**src/rtl/sm83_irq_ctl_if.sv**
```systemverilog
// Interrupt controller bus: peripheral request lines, IF/IE register access,
// IME control strobes and the dispatch handshake with the control unit.
interface sm83_irq_ctl_if #(
    parameter int NUM_IRQS = 8
);
    logic [NUM_IRQS-1:0] irq_in;
    logic [NUM_IRQS-1:0] wdata;
    logic                if_we;
    logic                ie_we;
    logic [NUM_IRQS-1:0] if_q;
    logic [NUM_IRQS-1:0] ie_q;
    logic                ei;
    logic                di;
    logic                reti;
    logic                instr_done;
    logic                int_req;
    logic                wake;
    logic                int_ack;
    logic                vec_sample;
    logic [15:0]         vec;
    logic                vec_valid;
    logic [NUM_IRQS-1:0] iack;
    logic                ime_q;

    modport master (
        output irq_in, wdata, if_we, ie_we, ei, di, reti, instr_done, int_ack, vec_sample,
        input  if_q, ie_q, int_req, wake, vec, vec_valid, iack, ime_q
    );

    modport slave (
        input  irq_in, wdata, if_we, ie_we, ei, di, reti, instr_done, int_ack, vec_sample,
        output if_q, ie_q, int_req, wake, vec, vec_valid, iack, ime_q
    );
endinterface

```
**src/rtl/sm83_irq_ctl.sv**
```systemverilog
// sm83 interrupt controller: edge-latched IF, IE masking, IME with delayed EI,
// HALT wake and a late-sampled dispatch handshake with fixed or round-robin priority.
module sm83_irq_ctl #(
    parameter int          NUM_IRQS   = 8,
    parameter logic [15:0] VEC_BASE   = 16'h0040,
    parameter int          VEC_STRIDE = 8,
    parameter int          EI_DELAY   = 1,
    parameter int          PRIO_MODE  = 0
) (
    input  logic          clk,
    input  logic          n_reset,
    sm83_irq_ctl_if.slave bus
);
    localparam int IDX_W = (NUM_IRQS > 1) ? $clog2(NUM_IRQS) : 1;

    typedef enum logic [1:0] {
        IDLE,
        ACKED,
        DONE
    } state_t;

    state_t              state;
    state_t              next_state;
    logic [NUM_IRQS-1:0] if_r;
    logic [NUM_IRQS-1:0] ie_r;
    logic [NUM_IRQS-1:0] prev_irq;
    logic [NUM_IRQS-1:0] irq_edge;
    logic [NUM_IRQS-1:0] pend;
    logic [NUM_IRQS-1:0] dispatch_clr;
    logic [NUM_IRQS-1:0] iack_r;
    logic [IDX_W-1:0]    rr_ptr;
    logic [15:0]         vec_r;
    logic [15:0]         vec_calc;
    logic                ime;
    logic                ei_pend;
    logic [1:0]          ei_cnt;
    logic                ei_expire;
    logic                int_req;
    logic                ack_take;
    logic                sample_take;
    logic                has_win;
    int                  win_idx;
    int                  best_dist;
    int                  search_base;

    assign irq_edge    = bus.irq_in & ~prev_irq;
    assign pend        = if_r & ie_r;
    assign int_req     = ime & (|pend);
    assign search_base = (PRIO_MODE == 1) ? int'(rr_ptr) : 0;

    // Winner is the pending line closest to search_base, walking upward with wrap.
    always_comb begin
        has_win   = 1'b0;
        win_idx   = 0;
        best_dist = NUM_IRQS;
        for (int j = 0; j < NUM_IRQS; j++) begin
            if (pend[j] && (((j - search_base + NUM_IRQS) % NUM_IRQS) < best_dist)) begin
                has_win   = 1'b1;
                win_idx   = j;
                best_dist = (j - search_base + NUM_IRQS) % NUM_IRQS;
            end
        end
    end

    assign vec_calc     = VEC_BASE + 16'(win_idx) * 16'(VEC_STRIDE);
    assign dispatch_clr = (sample_take && has_win) ? (NUM_IRQS'(1) << win_idx) : '0;

    always_ff @(posedge clk or negedge n_reset) begin
        if (!n_reset) begin
            state <= IDLE;
        end else begin
            state <= next_state;
        end
    end

    always_comb begin
        next_state  = state;
        ack_take    = 1'b0;
        sample_take = 1'b0;
        unique case (state)
            IDLE: begin
                if (bus.int_ack && int_req) begin
                    ack_take   = 1'b1;
                    next_state = ACKED;
                end
            end
            ACKED: begin
                if (bus.vec_sample) begin
                    sample_take = 1'b1;
                    next_state  = DONE;
                end
            end
            DONE:    next_state = IDLE;
            default: next_state = IDLE;
        endcase
    end

    // Edge-detect history resets high so a line already asserted at release is not an edge.
    always_ff @(posedge clk or negedge n_reset) begin
        if (!n_reset) begin
            if_r     <= '0;
            ie_r     <= '0;
            prev_irq <= '1;
            iack_r   <= '0;
            vec_r    <= '0;
            rr_ptr   <= '0;
        end else begin
            prev_irq <= bus.irq_in;
            if_r     <= ((bus.if_we ? bus.wdata : if_r) | irq_edge) & ~dispatch_clr;
            if (bus.ie_we) begin
                ie_r <= bus.wdata;
            end
            iack_r <= dispatch_clr;
            if (sample_take) begin
                vec_r <= has_win ? vec_calc : 16'h0000;
                if (has_win) begin
                    rr_ptr <= IDX_W'((win_idx + 1) % NUM_IRQS);
                end
            end
        end
    end

    assign ei_expire = (ei_pend && bus.instr_done && (ei_cnt == 2'd1)) ||
                       (!ei_pend && bus.ei && (EI_DELAY == 0));

    // DI and an accepted dispatch both drop IME and abandon a pending EI.
    always_ff @(posedge clk or negedge n_reset) begin
        if (!n_reset) begin
            ime     <= 1'b0;
            ei_pend <= 1'b0;
            ei_cnt  <= 2'd0;
        end else if (bus.di || ack_take) begin
            ime     <= 1'b0;
            ei_pend <= 1'b0;
            ei_cnt  <= 2'd0;
        end else begin
            if (bus.reti || ei_expire) begin
                ime <= 1'b1;
            end
            if (ei_pend) begin
                if (bus.instr_done) begin
                    ei_cnt <= ei_cnt - 2'd1;
                    if (ei_cnt == 2'd1) begin
                        ei_pend <= 1'b0;
                    end
                end
            end else if (bus.ei && (EI_DELAY != 0)) begin
                ei_pend <= 1'b1;
                ei_cnt  <= 2'(EI_DELAY);
            end
        end
    end

    assign bus.if_q      = if_r;
    assign bus.ie_q      = ie_r;
    assign bus.ime_q     = ime;
    assign bus.int_req   = int_req;
    assign bus.wake      = |pend;
    assign bus.vec       = vec_r;
    assign bus.vec_valid = (state == DONE);
    assign bus.iack      = iack_r;
endmodule
```
**src/flat_wrapper.sv**
```systemverilog
// flat-port wrapper written by rule: the top's interface ports become plain ports
module sm83_irq_ctl_flat 
#(
    parameter int          NUM_IRQS   = 8,
    parameter logic [15:0] VEC_BASE   = 16'h0040,
    parameter int          VEC_STRIDE = 8,
    parameter int          EI_DELAY   = 1,
    parameter int          PRIO_MODE  = 0
)
  (clk, n_reset, bus_irq_in, bus_wdata, bus_if_we, bus_ie_we, bus_ei, bus_di, bus_reti, bus_instr_done, bus_int_ack, bus_vec_sample, bus_if_q, bus_ie_q, bus_int_req, bus_wake, bus_vec, bus_vec_valid, bus_iack, bus_ime_q);
  sm83_irq_ctl_if #(.NUM_IRQS(NUM_IRQS)) bus_i ();
  input  logic clk;
  input  logic n_reset;
  input wire logic [$bits(bus_i.irq_in)-1:0] bus_irq_in;
  input wire logic [$bits(bus_i.wdata)-1:0] bus_wdata;
  input wire logic [$bits(bus_i.if_we)-1:0] bus_if_we;
  input wire logic [$bits(bus_i.ie_we)-1:0] bus_ie_we;
  input wire logic [$bits(bus_i.ei)-1:0] bus_ei;
  input wire logic [$bits(bus_i.di)-1:0] bus_di;
  input wire logic [$bits(bus_i.reti)-1:0] bus_reti;
  input wire logic [$bits(bus_i.instr_done)-1:0] bus_instr_done;
  input wire logic [$bits(bus_i.int_ack)-1:0] bus_int_ack;
  input wire logic [$bits(bus_i.vec_sample)-1:0] bus_vec_sample;
  output wire logic [$bits(bus_i.if_q)-1:0] bus_if_q;
  output wire logic [$bits(bus_i.ie_q)-1:0] bus_ie_q;
  output wire logic [$bits(bus_i.int_req)-1:0] bus_int_req;
  output wire logic [$bits(bus_i.wake)-1:0] bus_wake;
  output wire logic [$bits(bus_i.vec)-1:0] bus_vec;
  output wire logic [$bits(bus_i.vec_valid)-1:0] bus_vec_valid;
  output wire logic [$bits(bus_i.iack)-1:0] bus_iack;
  output wire logic [$bits(bus_i.ime_q)-1:0] bus_ime_q;
  assign bus_i.irq_in = bus_irq_in;
  assign bus_i.wdata = bus_wdata;
  assign bus_i.if_we = bus_if_we;
  assign bus_i.ie_we = bus_ie_we;
  assign bus_i.ei = bus_ei;
  assign bus_i.di = bus_di;
  assign bus_i.reti = bus_reti;
  assign bus_i.instr_done = bus_instr_done;
  assign bus_i.int_ack = bus_int_ack;
  assign bus_i.vec_sample = bus_vec_sample;
  assign bus_if_q = bus_i.if_q;
  assign bus_ie_q = bus_i.ie_q;
  assign bus_int_req = bus_i.int_req;
  assign bus_wake = bus_i.wake;
  assign bus_vec = bus_i.vec;
  assign bus_vec_valid = bus_i.vec_valid;
  assign bus_iack = bus_i.iack;
  assign bus_ime_q = bus_i.ime_q;
  sm83_irq_ctl #(.NUM_IRQS(NUM_IRQS), .VEC_BASE(VEC_BASE), .VEC_STRIDE(VEC_STRIDE), .EI_DELAY(EI_DELAY), .PRIO_MODE(PRIO_MODE)) u_core (.clk(clk), .n_reset(n_reset), .bus(bus_i));
endmodule
```
**config.mk**
```make
export PLATFORM = sky130hd
export DESIGN_NAME = sm83_irq_ctl_flat
export DESIGN_NICKNAME = d
export VERILOG_FILES = /design/src/rtl/sm83_irq_ctl_if.sv /design/src/rtl/sm83_irq_ctl.sv /design/src/flat_wrapper.sv
export SDC_FILE = /design/constraint.sdc
export NUM_CORES = 1
export LEC_CHECK = 0
export BUFFER_PORTS_ARGS = -buffer_cell sky130_fd_sc_hd__clkbuf_2
export CORE_MARGIN = 1
export CORE_UTILIZATION = 40
export CTS_CLUSTER_DIAMETER = 60
export DETAILED_ROUTE_END_ITERATION = 8
export HOLD_SLACK_MARGIN = 0.15
export PLACE_DENSITY = 0.72
export SYNTH_ARGS = -nofsm -noshare
export SYNTH_HDL_FRONTEND = slang
export SYNTH_SLANG_ARGS = --single-unit
```
**constraint.sdc**
```tcl
create_clock -name clk -period 2.5 [get_ports clk]
set_clock_uncertainty 0.05 [all_clocks]
set_input_delay 0.25 -clock clk [delete_from_list [all_inputs] [get_ports clk]]
set_output_delay 0.25 -clock clk [all_outputs]
set_load 0.02 [all_outputs]
```
---- Word-level counts from Yosys, hierarchy flattened ----
Cells that the tools add are included.
word-level totals
  bits in registers ....................... 54
  bits of input ports ..................... 26
  output and inout bits ................... 44
  logic and storage cells ................. 94
cells by class
  add/subtract/negate cells ............... 2
  $lt $le $gt $ge ......................... 7
  equal/unequal tests ..................... 6
  shift operators ......................... 1
  multiplexer cells ....................... 43
  bitwise operators ....................... 7
  reductions and logical operators ........ 19
operators by type and width
  cell                                                        count
  2-to-1 mux 32 bit                                           12
  less-than comparator 4 x 32 -> 1 bit, first input constant  4
  less-than comparator 3 x 32 -> 1 bit, first input constant  2
  less-than comparator 2 x 32 -> 1 bit, first input constant  1
  << shifter 1 x 32 -> 8 bit, first input constant            1
  AND 8 bit                                                   3
  2-to-1 mux 1 bit                                            20
  adder 7 x 16 -> 16 bit, first input constant                1
  2-to-1 mux 16 bit                                           1
  2-to-1 mux 8 bit                                            2
  NOT 8 bit                                                   2
  2-to-1 mux 2 bit                                            6
  logical AND 1 bit                                           11
  OR 8 bit                                                    1
  OR reduction 8 bit                                          1
  == test 2 x 1 -> 1 bit, second input constant               2
  2-to-1 mux 4 bit                                            1
  case mux 2 bit (2 select lines)                             1
  AND reduction 2 bit                                         2
  inequality test 3 bit, second input constant                1
  nonzero test 3 bit                                          1
  == test 2 bit, second input constant                        1
  logical NOT 2 bit                                           1
  logical OR 1 bit                                            2
  other kinds (5)                                             5

---- Logic depth before layout (Yosys ltp) ----
  word-level depth ........................ 27
  depth in mapped cells ................... 5
  depth with buffers taken out ............ 5

---- Worst setup path after synthesis ----
OpenSTA, ideal clock, no wires.
  kind .................................... reg2reg
  start point ............................. reg u_core.if_r[2], in the netlist u_core.bus.if_q[2]
  end point ............................... reg u_core.ei_pend
  library setup time ...................... 0.080 ns
  data arrival time ....................... 1.531 ns
  required time ........................... 2.370 ns
  setup slack ............................. 0.838 ns
  cell stages (with the launch flop) ...... 5
  path buffers ............................ 0
  period minus slack after synthesis ...... 1.662 ns
  path through ............................ dfrtp_1 > a22oi_2 > nand4_2 > a41o_1 > nor3_2
between the ends
  word-level cells in the longest chain between the ends .. 8
RTL lines
  element                 RTL line             text
  from (decl)             sm83_irq_ctl.sv:24   logic [NUM_IRQS-1:0] if_r;
  from (signal assigned)  sm83_irq_ctl.sv:109  if_r <= ((bus.if_we ? bus.wdata : if_r) | irq_edge) & ~dispatch_clr;
  AND 8 bit               sm83_irq_ctl.sv:47   assign pend = if_r & ie_r;
  OR reduction 8 bit      -
  named net bus_wake      flat_wrapper.sv:27   output wire logic [$bits(bus_i.wake)-1:0] bus_wake;
  AND 1 bit               sm83_irq_ctl.sv:48   assign int_req = ime & (|pend);
  logical AND 1 bit       sm83_irq_ctl.sv:82   if (bus.int_ack && int_req) begin
  2-to-1 mux 1 bit        sm83_irq_ctl.sv:82
  2-to-1 mux 1 bit        sm83_irq_ctl.sv:80   unique case (state)
  logical OR 1 bit        sm83_irq_ctl.sv:132  end else if (bus.di || ack_take) begin
  2-to-1 mux 1 bit        sm83_irq_ctl.sv:132
  to (signal assigned)    sm83_irq_ctl.sv:130  ei_pend <= 1'b0;
  to (signal assigned)    sm83_irq_ctl.sv:134  ei_pend <= 1'b0;
  to (signal assigned)    sm83_irq_ctl.sv:144  ei_pend <= 1'b0;
  to (decl)               sm83_irq_ctl.sv:35   logic ei_pend;
The timed path passes the listed nets, and every way through them passes these cells.
A chain may end at the register's enable or synchronous reset.

---- Worst setup path in the final report ----
  start point ............................. reg u_core.if_r[2], in the netlist u_core.bus.if_q[2]
  end point ............................... out bus_int_req
between the ends
  word-level cells in the longest chain between the ends .. 3
RTL lines
  element             RTL line            text
  AND 8 bit           sm83_irq_ctl.sv:47
  OR reduction 8 bit  sm83_irq_ctl.sv:48
  AND 1 bit           sm83_irq_ctl.sv:48
  to (decl)           flat_wrapper.sv:26  output wire logic [$bits(bus_i.int_req)-1:0] bus_int_req;
Every way passes these cells.

==> impl_metrics.py <==
metrics = {
    "outcome": {
        "outcome": "complete, no violations",
    },
    "synth": {
        "seq_area_frac_synth_pct": 55.9,
        "synth_fa_ha_area_share_pct": 0.659,
        "synth_top_family_by_area": "compound AO/OA/AOI/OAI gates",
        "syn_area_per_cell_um2": 12.2,
        "yosysTopAreaCell": "dfrtp_1",
        "synth_ff_type": "dfrtp_1",
        "synth_compound_area_share_pct": 13.9,
        "synthSimpleGateAreaFrac_pct": 13.8,
        "mappedNetlistArea_um2": 1900,
        "ys_types": 45,
        "synthCells": 156,
        "synth_edf_count": 0,
        "ys_warn_count": 0,
        "synth_seq_cells": 42,
        "yosys.area.top_type_share_pct": 44.8,
        "ys_top_cells_by_area": "dfrtp_1 (45%), dfstp_2 (11%), mux2i_1 (4.7%)",
        "synthXorXnorAreaFrac_pct": 0,
        "yosys-mux-area-fraction_pct": 9.49,
        "synthArstFlopShare_pct": 100,
    },
    "timing": {
        "rsz0062_at_grt": "false",
        "fin_setup_tns_ns": 0,
        "hold_ws_ns": 0.165,
        "drv_slew": 0,
        "hold_viol": 0,
        "tightest_slew_ns": 0.517,
        "setup_viol": 0,
        "postLayoutSetupSlackWorst_ns": 0.563,
        "max_freq_mhz": 516,
        "relSlewSlack_pct": 65.6,
        "finalCritPeriodShare_pct": 77.5,
        "min_period_ns": 1.94,
    },
    "clock_network": {
        "numCtsBuffers": 5,
        "clkTransAtPathRegs_ns": 0.08,
        "cts_root_buf": "clkbuf_8",
        "cts_max_path_buffers": 2,
        "clk_latency_ns": 0.30,
        "cts_num_sinks": 42,
        "post_cts.repair.setup_buffers": 0,
        "htree_levels": 2,
        "cts_tree": "done",
    },
    "final_layout": {
        "num-nets-final": 261,
        "nFillCells": 399,
        "syn2layout_area_growth_pct": 31.5,
        "regArea_um2": 1060,
        "post_route_cells_drive_above_1_share_pct": 40.4,
        "antenna_cells": 0,
        "multiInputGateArea_um2": 764,
        "fin_cells": 287,
    },
    "critical_path": {
        "end_kind": "output pin",
        "startpoint": "u_core.bus.if_q[2]",
        "arrival_ns": 1.64,
        "slowest_delay_ns": 0.46,
        "cp_max_fo": 6,
        "critical_path_class": "reg2out",
        "critPathSlowestCell": "dfrtp_1",
        "critPathLaunchType": "flop",
        "crit_chain": "a22oi_2 -> nand4_2 -> and2_1 -> clkbuf_2",
        "worstPathRequired_ns": 2.20,
        "reg2reg_from": "u_core.bus.ie_q[0]",
    },
    "floorplanning": {
        "core_um2": 4440,
        "std_cell_rows": 24,
        "die_x_um": 70.9,
        "pin_count": 70,
        "die_h_um": 70.9,
        "initial_core_util_pct": 42.7,
        "die_area_um2": 5020,
    },
    "drt": {
        "dr.pass1.iters": 6,
        "vias": 1449,
        "routed_wl_um": 4040,
        "drtIter0Drc": 57,
        "vias_per_cell": 5.05,
        "remaining_drc_errors": 0,
        "drt.antenna.violating_nets": 0,
        "wire_per_inst_um": 14.1,
    },
    "global_route": {
        "grt_max_degree": 43,
        "antenna_found_initial": 0,
        "grt_usage_pct": 17.5,
        "grt_first_pass_wirelength_um": 6580,
        "grt_overflow": 0,
        "grt_pass1_vias": 1337,
    },
    "power": {
        "p_leak_nw": 1.22,
        "powerDensity_nw_per_um2": 756,
        "peakVddDrop_uv": 313,
        "fin_total_pwr_w": 0.00189,
    },
    "place": {
        "dp.cells": 263,
        "place_hpwl_um": 2850,
        "place_congestion": 0.761,
        "portBuffers": 57,
        "place_ws_ns": 0.867,
    },
    "run": {
        "cap_violations": 0,
    },
    "worst_hold_path": {
        "holdCritPathClass": "in2reg",
        "hold_start": "bus_wdata[2]",
    },
}
## sequential cells by signal, summed over array words and instances, names as in the netlist
signal            cells
u_core.state          2
u_core.prev_irq       8
u_core.bus.if_q       8
u_core.bus.ime_q      1
u_core.bus.ie_q       8
u_core.bus.vec        4
u_core.ei_cnt         2
u_core.bus.iack       8
u_core.ei_pend        1
## power breakdown
| part | total, W | switching, W | internal (W) |
|---|---|---|---|
| Clock | 0.000636 | 0.000236 | 0.000400 |
| Sequential | 0.000836 | 0.0000770 | 0.000759 |
| Combinational | 0.000415 | 0.000250 | 0.000165 |
| Total | 0.00189 | 0.000563 | 0.00132 |
## metrics by stage
step | utilization (%) | cell area, um^2
CTS | 56.2 | 2500
floorplan | - | 1940
global placement | 49.5 | 2200
detailed placement | 49.5 | 2200
global route | 56.2 | 2500
finish | 56.2 | 2500
## cells in the mapped netlist, types with 2 or more instances
master	instances
mux2i_1	9
nor2_1	9
nand2b_1	6
nand4_1	2
a41o_1	2
and2_1	2
a21oi_1	10
mux2_2	8
inv_1	3
nor3_1	3
a22oi_4	2
nor2b_1	2
dfstp_2	8
a32oi_1	2
and2_2	2
o21ai_0	2
nand2_1	11
buf_4	12
dfrtp_1	34
nand3_1	2
## cells in the final DEF, fill, tap and decap left out, types with 3 or more instances in the layout
master         synthesis  layout
conb_1                 1      12
inv_1                  3       3
nor3_1                 3       3
clkbuf_8               0       5
nor2_1                 9       9
a21oi_1               10      10
nand2b_1               6       6
mux2_2                 8       8
dfrtp_1               34      34
clkbuf_2               0      57
dlygate4sd3_1          0      16
dfstp_2                8       8
mux2i_1                9       9
nand2_1               11      11
## worst max-delay path: cells and delay by family (launching register included)
| family | cells | cell delay [ns] |
|---|---|---|
| simple gates | 2 | 0.43 |
| buf+inv | 1 | 0.15 |
| compound gates | 1 | 0.30 |
| flops | 1 | 0.46 |
## area by class of cell
cell class	count	share of cell area (%)
Clock buffer	5	2.76
Clock inverter	3	2.76
Inverter	4	0.602
Multi-Input combinational cell	107	30.6
Sequential cell	42	42.5
Tap cell	52	2.61
Timing Repair Buffer	74	18.1
## repair_timing
action | in CTS | in global routing
gates resized for setup | 0 | 0
hold buffers | 16 | 0
hold endpoints to repair | 54 | 0
## kinds of logic (layout without fill, tap and decap cells)
| family | count (synthesis) | in the layout |
|---|---|---|
| mux | 17 | 17 |
| other cells | 1 | 12 |
| compound gates | 30 | 30 |
| flops | 42 | 42 |
| simple gates | 47 | 47 |
| fa+ha+maj | 1 | 1 |
| buf+inv | 18 | 86 |
## layer usage
layer | global-route usage, % | share of wire [%] | up-vias
li1 | - | - | 697
met1 | 22.8 | 45 | 692
met2 | 27.1 | 47 | 56
met3 | 4.84 | 6.2 | 4
met4 | 8.67 | 1.6 | 0
met5 | 0 | 0 | -
## final timing paths
| kind | endpoint | slack, ns | cells past startpoint |
|---|---|---|---|
| worst max-delay path | bus_int_req | 0.56 | 4 |
| worst min-delay path | u_core.bus.ie_q[2] | 0.16 | 2 |
| worst max register to register | u_core.bus.if_q[5] | 0.84 | 4 |
| worst min register to register | u_core.bus.vec[4] | 0.44 | 2 |
| max in group asynchronous | u_core.prev_irq[4] | 1.51 | 3 |
| min in group asynchronous | u_core.bus.ie_q[2] | 0.51 | 3 |
Note: power is estimated with default switching activity, not from simulation.
